### config.mk
export PLATFORM = sky130hd
export DESIGN_NAME = clock_set_ctrl
export DESIGN_NICKNAME = d
export VERILOG_FILES = /design/src/rtl/clock_set_ctrl.sv
export SDC_FILE = /design/constraint.sdc
export NUM_CORES = 1
export LEC_CHECK = 0
export ABC_AREA = 1
export CAP_MARGIN = 20
export CORE_MARGIN = 2
export CORE_UTILIZATION = 28
export DETAILED_ROUTE_END_ITERATION = 7
export GPL_ROUTABILITY_DRIVEN = 0
export PLACE_DENSITY = 0.43
export RECOVER_POWER = 50
export SKIP_LAST_GASP = 1
export SYNTH_ARGS = -nofsm -noshare
export SYNTH_HDL_FRONTEND = slang
export SYNTH_SLANG_ARGS = --single-unit
### constraint.sdc
create_clock -name CP -period 3.1 [get_ports CP]
set_input_delay 0.775 -clock CP [delete_from_list [all_inputs] [get_ports CP]]
set_output_delay 0.775 -clock CP [all_outputs]
set_load 0.1 [all_outputs]
### src/rtl/clock_set_ctrl.sv
// -----------------------------------------------------------------------------
// clock_set_ctrl
// Mode/adjust controller for the 24-hour clock counter chain. Debounces the
// mode and increment buttons, walks RUN -> SET_HOUR -> SET_MIN -> SET_SEC -> RUN
// and drives the counter enable / increment / clear strobes plus display blink
// blanking.
//
// Ports
//   CP          in   system clock, all logic on posedge
//   reset       in   asynchronous active-low reset
//   tick_1hz    in   one-cycle pulse at 1 Hz (RUN timebase, SET timeout)
//   tick_2hz    in   one-cycle pulse at 2 Hz (blink, auto-repeat)
//   key_mode    in   raw mode button, active-high, asynchronous
//   key_inc     in   raw increment button, active-high, asynchronous
//   sec_en      out  seconds count enable, one cycle per tick_1hz in RUN
//   hour_incre  out  one-cycle hour increment request
//   min_incre   out  one-cycle minute increment request
//   sec_clr_n   out  one-cycle active-low seconds clear
//   mode        out  00 RUN, 01 SET_HOUR, 10 SET_MIN, 11 SET_SEC
//   blank_hour  out  blank hour digits while high
//   blank_min   out  blank minute digits while high
// -----------------------------------------------------------------------------
module clock_set_ctrl #(
  parameter int DEB_CYCLES    = 16,
  parameter int RPT_TICKS     = 3,
  parameter int TIMEOUT_TICKS = 10
) (
  input  logic       CP,
  input  logic       reset,
  input  logic       tick_1hz,
  input  logic       tick_2hz,
  input  logic       key_mode,
  input  logic       key_inc,
  output logic       sec_en,
  output logic       hour_incre,
  output logic       min_incre,
  output logic       sec_clr_n,
  output logic [1:0] mode,
  output logic       blank_hour,
  output logic       blank_min
);

  localparam int DW = (DEB_CYCLES > 1) ? $clog2(DEB_CYCLES) : 1;
  localparam int RW = $clog2(RPT_TICKS + 1);
  localparam int TW = $clog2(TIMEOUT_TICKS + 1);
  localparam logic [DW-1:0] DEB_LAST = DW'(DEB_CYCLES - 1);
  localparam logic [RW-1:0] RPT_LAST = RW'(RPT_TICKS - 1);
  localparam logic [TW-1:0] TO_LAST  = TW'(TIMEOUT_TICKS - 1);

  typedef enum logic [1:0] {
    ST_RUN      = 2'b00,
    ST_SET_HOUR = 2'b01,
    ST_SET_MIN  = 2'b10,
    ST_SET_SEC  = 2'b11
  } state_t;

  // Bit 0 carries the mode key, bit 1 the increment key.
  logic [1:0]    key_raw_s;
  logic [1:0]    sync1_r, sync2_r, deb_r, deb_dly_r;
  logic [DW-1:0] deb_cnt_r [2];
  logic [RW-1:0] rpt_cnt_r;
  logic [TW-1:0] to_cnt_r;
  logic          blink_phase_r;
  state_t        state_r, state_nxt_s;

  logic mode_press_s, inc_press_s, in_set_s, rpt_zone_s;
  logic timeout_s, rpt_fire_s, mode_acc_s, inc_acc_s;
  logic sec_en_r, hour_incre_r, min_incre_r, sec_clr_n_r;
  logic blank_hour_r, blank_min_r;

  assign key_raw_s = {key_inc, key_mode};

  // Two-flop synchronizer for both raw buttons.
  always_ff @(posedge CP or negedge reset) begin
    if (!reset) begin
      sync1_r <= 2'b00;
      sync2_r <= 2'b00;
    end else begin
      sync1_r <= key_raw_s;
      sync2_r <= sync1_r;
    end
  end

  // Debouncer: accept a new level only after DEB_CYCLES consecutive differing samples.
  always_ff @(posedge CP or negedge reset) begin
    if (!reset) begin
      deb_r     <= 2'b00;
      deb_dly_r <= 2'b00;
      for (int i = 0; i < 2; i++) deb_cnt_r[i] <= '0;
    end else begin
      deb_dly_r <= deb_r;
      for (int i = 0; i < 2; i++) begin
        if (sync2_r[i] != deb_r[i]) begin
          if (deb_cnt_r[i] == DEB_LAST) begin
            deb_r[i]     <= sync2_r[i];
            deb_cnt_r[i] <= '0;
          end else begin
            deb_cnt_r[i] <= deb_cnt_r[i] + 1'b1;
          end
        end else begin
          deb_cnt_r[i] <= '0;
        end
      end
    end
  end

  // Press qualification and next-state decode. Timeout outranks everything,
  // then a mode press outranks an increment in the same cycle.
  always_comb begin
    mode_press_s = deb_r[0] & ~deb_dly_r[0];
    inc_press_s  = deb_r[1] & ~deb_dly_r[1];
    in_set_s     = (state_r != ST_RUN);
    rpt_zone_s   = (state_r == ST_SET_HOUR) || (state_r == ST_SET_MIN);
    timeout_s    = in_set_s & tick_1hz & (to_cnt_r == TO_LAST);
    rpt_fire_s   = rpt_zone_s & deb_r[1] & tick_2hz & (rpt_cnt_r == RPT_LAST);
    mode_acc_s   = mode_press_s & ~timeout_s;
    inc_acc_s    = in_set_s & ~mode_press_s & ~timeout_s & (inc_press_s | rpt_fire_s);
    state_nxt_s  = state_r;
    if (timeout_s) begin
      state_nxt_s = ST_RUN;
    end else if (mode_acc_s) begin
      case (state_r)
        ST_RUN:      state_nxt_s = ST_SET_HOUR;
        ST_SET_HOUR: state_nxt_s = ST_SET_MIN;
        ST_SET_MIN:  state_nxt_s = ST_SET_SEC;
        ST_SET_SEC:  state_nxt_s = ST_RUN;
        default:     state_nxt_s = ST_RUN;
      endcase
    end else begin
      state_nxt_s = state_r;
    end
  end

  // Mode state register.
  always_ff @(posedge CP or negedge reset) begin
    if (!reset) state_r <= ST_RUN;
    else        state_r <= state_nxt_s;
  end

  // Auto-repeat hold counter; saturates at the last pre-repeat value so each
  // further tick_2hz fires while held.
  always_ff @(posedge CP or negedge reset) begin
    if (!reset) begin
      rpt_cnt_r <= '0;
    end else if (!rpt_zone_s || !deb_r[1] || mode_press_s || timeout_s) begin
      rpt_cnt_r <= '0;
    end else if (tick_2hz && (rpt_cnt_r != RPT_LAST)) begin
      rpt_cnt_r <= rpt_cnt_r + 1'b1;
    end else begin
      rpt_cnt_r <= rpt_cnt_r;
    end
  end

  // Inactivity timeout counter, restarted by every accepted press.
  always_ff @(posedge CP or negedge reset) begin
    if (!reset) begin
      to_cnt_r <= '0;
    end else if (!in_set_s || mode_acc_s || inc_acc_s || timeout_s) begin
      to_cnt_r <= '0;
    end else if (tick_1hz) begin
      to_cnt_r <= to_cnt_r + 1'b1;
    end else begin
      to_cnt_r <= to_cnt_r;
    end
  end

  // Registered strobes and blink blanking.
  always_ff @(posedge CP or negedge reset) begin
    if (!reset) begin
      sec_en_r      <= 1'b0;
      hour_incre_r  <= 1'b0;
      min_incre_r   <= 1'b0;
      sec_clr_n_r   <= 1'b1;
      blink_phase_r <= 1'b0;
      blank_hour_r  <= 1'b0;
      blank_min_r   <= 1'b0;
    end else begin
      sec_en_r      <= (state_r == ST_RUN) & tick_1hz;
      hour_incre_r  <= inc_acc_s & (state_r == ST_SET_HOUR);
      min_incre_r   <= inc_acc_s & (state_r == ST_SET_MIN);
      sec_clr_n_r   <= ~(inc_acc_s & (state_r == ST_SET_SEC));
      blink_phase_r <= blink_phase_r ^ tick_2hz;
      // Digits stay lit while the increment key is held.
      blank_hour_r  <= (state_r == ST_SET_HOUR) & blink_phase_r & ~deb_r[1];
      blank_min_r   <= (state_r == ST_SET_MIN) & blink_phase_r & ~deb_r[1];
    end
  end

  assign sec_en     = sec_en_r;
  assign hour_incre = hour_incre_r;
  assign min_incre  = min_incre_r;
  assign sec_clr_n  = sec_clr_n_r;
  assign mode       = state_r;
  assign blank_hour = blank_hour_r;
  assign blank_min  = blank_min_r;

endmodule

==> metrics.log <==
INFO  metric crit_type = reg -> out
INFO  metric design.die.area = roughly 5400 µm²
INFO  metric final-hold-violation-count = 0
INFO  metric most_repeated_cell_in_the_gate_level_netlist_after_synthesis = sky130_fd_sc_hd__dfrtp_1
INFO  metric cts_setup_buffers = 0
INFO  metric drv_cap = 0
INFO  metric postCtsHoldBufs = 0
INFO  metric post-dp-hpwl = between 1500 and 2000 µm
INFO  metric final_util = 0.351
INFO  metric critical_path.max_fanout = 1
INFO  metric grt_util_all_layers = 0.0993
INFO  metric rows = 25
INFO  metric worst_path_cell_trace = buf_4
INFO  metric synthTopCellsByCount = 30 x sky130_fd_sc_hd__dfrtp_1, 25 x sky130_fd_sc_hd__nor2_1, 21 x sky130_fd_sc_hd__inv_1, 21 x sky130_fd_sc_hd__nand2_1, 9 x sky130_fd_sc_hd__ha_1
INFO  metric routed_wire_length_per_instance = roughly 10 µm
INFO  metric cts_buffers = 5
INFO  metric slew_viol_final = 0
INFO  metric outcome = completed
INFO  metric number_of_global_route_vias_before_repair = 861
INFO  metric final-instance-count-excl-fill = 229
INFO  metric post_synth_num_cell_types = 19
INFO  metric post_route_cells_drive_above_1_share = 0.130
INFO  metric netlist.top_cell.by_area = sky130_fd_sc_hd__dfrtp_1
INFO  metric grt_start_max_net_pins = 32
INFO  metric worst-r2r-cell-count = 7
INFO  metric cts.sink_count = 31
INFO  metric hold-worst-slack = 0.349 ns
INFO  metric htree_num_levels = 2
INFO  metric syn-cell-area = between 1000 and 1500 µm²
INFO  metric syn-mean-instance-area = roughly 9.7 µm²
INFO  metric fmax = approximately 540 MHz
INFO  metric synth_async_sr_flop_share = 1.00
INFO  metric yosysSeqAreaShare = 0.570
INFO  metric cts.path.max_buffers = 2
INFO  metric die_width = between 70 and 80 µm
INFO  metric peakVddDrop = 185 µV
INFO  metric antenna_found_initial = 0
INFO  metric cp_data_required_time = about 2.3 ns
INFO  metric antennaDiodeCount = 0
INFO  metric synth_top_flop_cell = sky130_fd_sc_hd__dfrtp_1
INFO  metric boundaryPins = 14
INFO  metric crit-reg2reg-launch = mode[0]$_DFFE_PN0P_
INFO  metric total_leakage_power = between 0.7 and 0.8 nW
INFO  metric place_worst_setup_slack = 1.10 ns
INFO  metric flow.area_growth_from_synthesis = 21.8%
INFO  metric cp_slowest_stage_delay = about 0.52 ns
INFO  metric grt_pass1_wl = just under 4000 µm
INFO  metric fin_worst_skew = 0.00495 ns
INFO  metric grt_setup_unrepaired = false
INFO  metric cts_tree = done
INFO  metric cts_root_buffer = sky130_fd_sc_hd__clkbuf_8
INFO  metric reg2reg_setup_slack = between 1.5 and 2 ns
INFO  metric numPortBuffers = 13
INFO  metric max_slew.worst_pin.slew = approximately 0.40 ns
INFO  metric crit-reg2reg-capture = to_cnt_r[0]$_DFFE_PN0P_
INFO  metric yosys-top-cells-area = sky130_fd_sc_hd__dfrtp_1 55%, sky130_fd_sc_hd__ha_1 8.3%, sky130_fd_sc_hd__nor2_1 6.9%
INFO  metric clkLatencyLatePin = about 0.28 ns
INFO  metric wl = about 2300 µm
INFO  metric cp.arrival = roughly 1.1 ns
INFO  metric timing.hold.worst.start = sync1_r[0]$_DFF_PN0_
INFO  metric holdPathEnd = sync2_r[0]$_DFF_PN0_
INFO  metric detail_route.first_pass.iterations = 4
INFO  metric initial_utilization = 0.288
INFO  metric cp_top_delay_family = flip-flops
INFO  metric fillerInstances = 500
INFO  metric yosysWarningCount = 0
INFO  metric post_placement_cell_count = approximately 220
INFO  metric final.setup.worst_slack = 1.25 ns
INFO  metric cellPowerDensity = slightly above 500 nW/µm²
INFO  metric leftover_overflow_at_the_end_of_global_routing = 0
INFO  metric min_clock_period_post_route = around 1.8 ns
INFO  metric worst_slew_margin_rel = 0.733
INFO  metric cts_resized = 0
INFO  metric endpoint_kind = primary output
INFO  metric post_synth_inst_count = between 100 and 150
INFO  metric detail_route.vias_per_cell = between 3 and 4
INFO  metric design.final.nets = 176
INFO  metric ant_nets = 0
INFO  metric finalCritPeriodShare = 0.595
INFO  metric drtIter0Drc = 59
INFO  metric hold_depth = 0
INFO  metric cpMaxStageDelayCell = sky130_fd_sc_hd__dfstp_2
INFO  metric timing.final.setup_violations = 0
INFO  metric start_kind = flip-flop
INFO  metric finalSetupTns = 0 ns
INFO  metric worstHoldPathType = reg -> reg
INFO  metric syn-num-nets = around 160
INFO  metric dr_total_vias = between 900 and 1000
INFO  metric synthDominantCellAreaShare = 0.551
INFO  metric synth_edf_count = 0
INFO  metric coreArea = ~4700 µm²
INFO  metric die_h = 73.8 µm
INFO  metric drc_errors = 0
INFO  metric clk_transition_reported_paths = 0.06 ns
INFO  metric synth-seq-cells = 31
INFO  metric cp_num_buf_inv = 1
-- through the flow --
step	total power [W]	cell area (µm²)
after detailed placement	0.000512	1560
after floorplan	0.000485	1360
after global placement	0.000510	1560
after global routing	0.000892	1660
after CTS	0.000866	1660
final	0.000848	1660
-- kinds of logic (layout without fill, tap and decap cells) --
logic type,Yosys count,in the layout,share of synthesized area
AOI/OAI and AO/OA,6,6,0.0220
adders and majority gates,9,9,0.0826
buffers and inverters,23,44,0.0643
DFF,31,31,0.570
and+or+nand+nor,62,62,0.197
xor gates and xnor gates,10,10,0.0643
-- sequential cells by signal, summed over array words and instances (netlist names) --
signal	count
blank_min	1
blink_phase_r	1
deb_cnt_r	8
hour_incre	1
sync2_r	2
deb_dly_r	2
rpt_cnt_r	2
min_incre	1
mode	2
sync1_r	2
deb_r	2
to_cnt_r	4
blank_hour	1
sec_en	1
sec_clr_n	1
-- worst max-delay path by stage --
stage / start / to / slack (ns) / cells past startpoint
finish: sec_clr_n$_DFF_PN1_ / sec_clr_n / 1.25 / 1
detailed placement: tick_1hz / to_cnt_r[0]$_DFFE_PN0P_ / 1.10 / 6
global placement: tick_1hz / to_cnt_r[0]$_DFFE_PN0P_ / 1.14 / 6
global route: sec_clr_n$_DFF_PN1_ / sec_clr_n / 1.23 / 1
floorplan: mode[0]$_DFFE_PN0P_ / to_cnt_r[0]$_DFFE_PN0P_ / 1.18 / 7
CTS: sec_clr_n$_DFF_PN1_ / sec_clr_n / 1.24 / 1
-- cell usage in the layout (no fill, tap or decap) --
cell,instances
sky130_fd_sc_hd__inv_2,1
sky130_fd_sc_hd__nand3_2,2
sky130_fd_sc_hd__dlygate4sd3_1,4
sky130_fd_sc_hd__nand3_1,8
sky130_fd_sc_hd__nor3_1,2
sky130_fd_sc_hd__nand2_1,21
sky130_fd_sc_hd__xnor2_1,5
sky130_fd_sc_hd__dfstp_2,1
sky130_fd_sc_hd__nand4_1,1
sky130_fd_sc_hd__inv_1,21
sky130_fd_sc_hd__or2_2,1
sky130_fd_sc_hd__clkdlybuf4s50_1,1
sky130_fd_sc_hd__ha_1,9
sky130_fd_sc_hd__o21ai_0,3
sky130_fd_sc_hd__nand2b_1,2
sky130_fd_sc_hd__dfrtp_1,30
sky130_fd_sc_hd__clkbuf_1,1
sky130_fd_sc_hd__buf_4,9
sky130_fd_sc_hd__a21oi_1,2
sky130_fd_sc_hd__clkbuf_8,7
sky130_fd_sc_hd__o21ai_1,1
sky130_fd_sc_hd__xor2_1,5
sky130_fd_sc_hd__nor2_1,25
-- routing by layer --
layer	wire length (µm)	global-route usage	vias to the layer above
li1	-	-	467
met1	1160	0.127	423
met2	981	0.140	15
met3	121	0.0425	7
met4	55	0.0545	0
met5	0	0	-
-- where the power goes --
part	switching (W)	internal [W]	total (W)
Clock	0.000144	0.000202	0.000346
Sequential	0.0000118	0.000423	0.000435
Combinational	0.0000440	0.0000230	0.0000669
Total	0.000200	0.000648	0.000848
-- cell type report --
cell class,count,area (µm²),share of cell area
sequential,31,777,0.468
multi-input combinational,87,498,0.300
timing repair buffer,14,118,0.0709
clock buffer,8,100,0.0603
tap,67,83.8,0.0505
inverter,22,82.6,0.0498
Power figures use the tool's default switching activity.
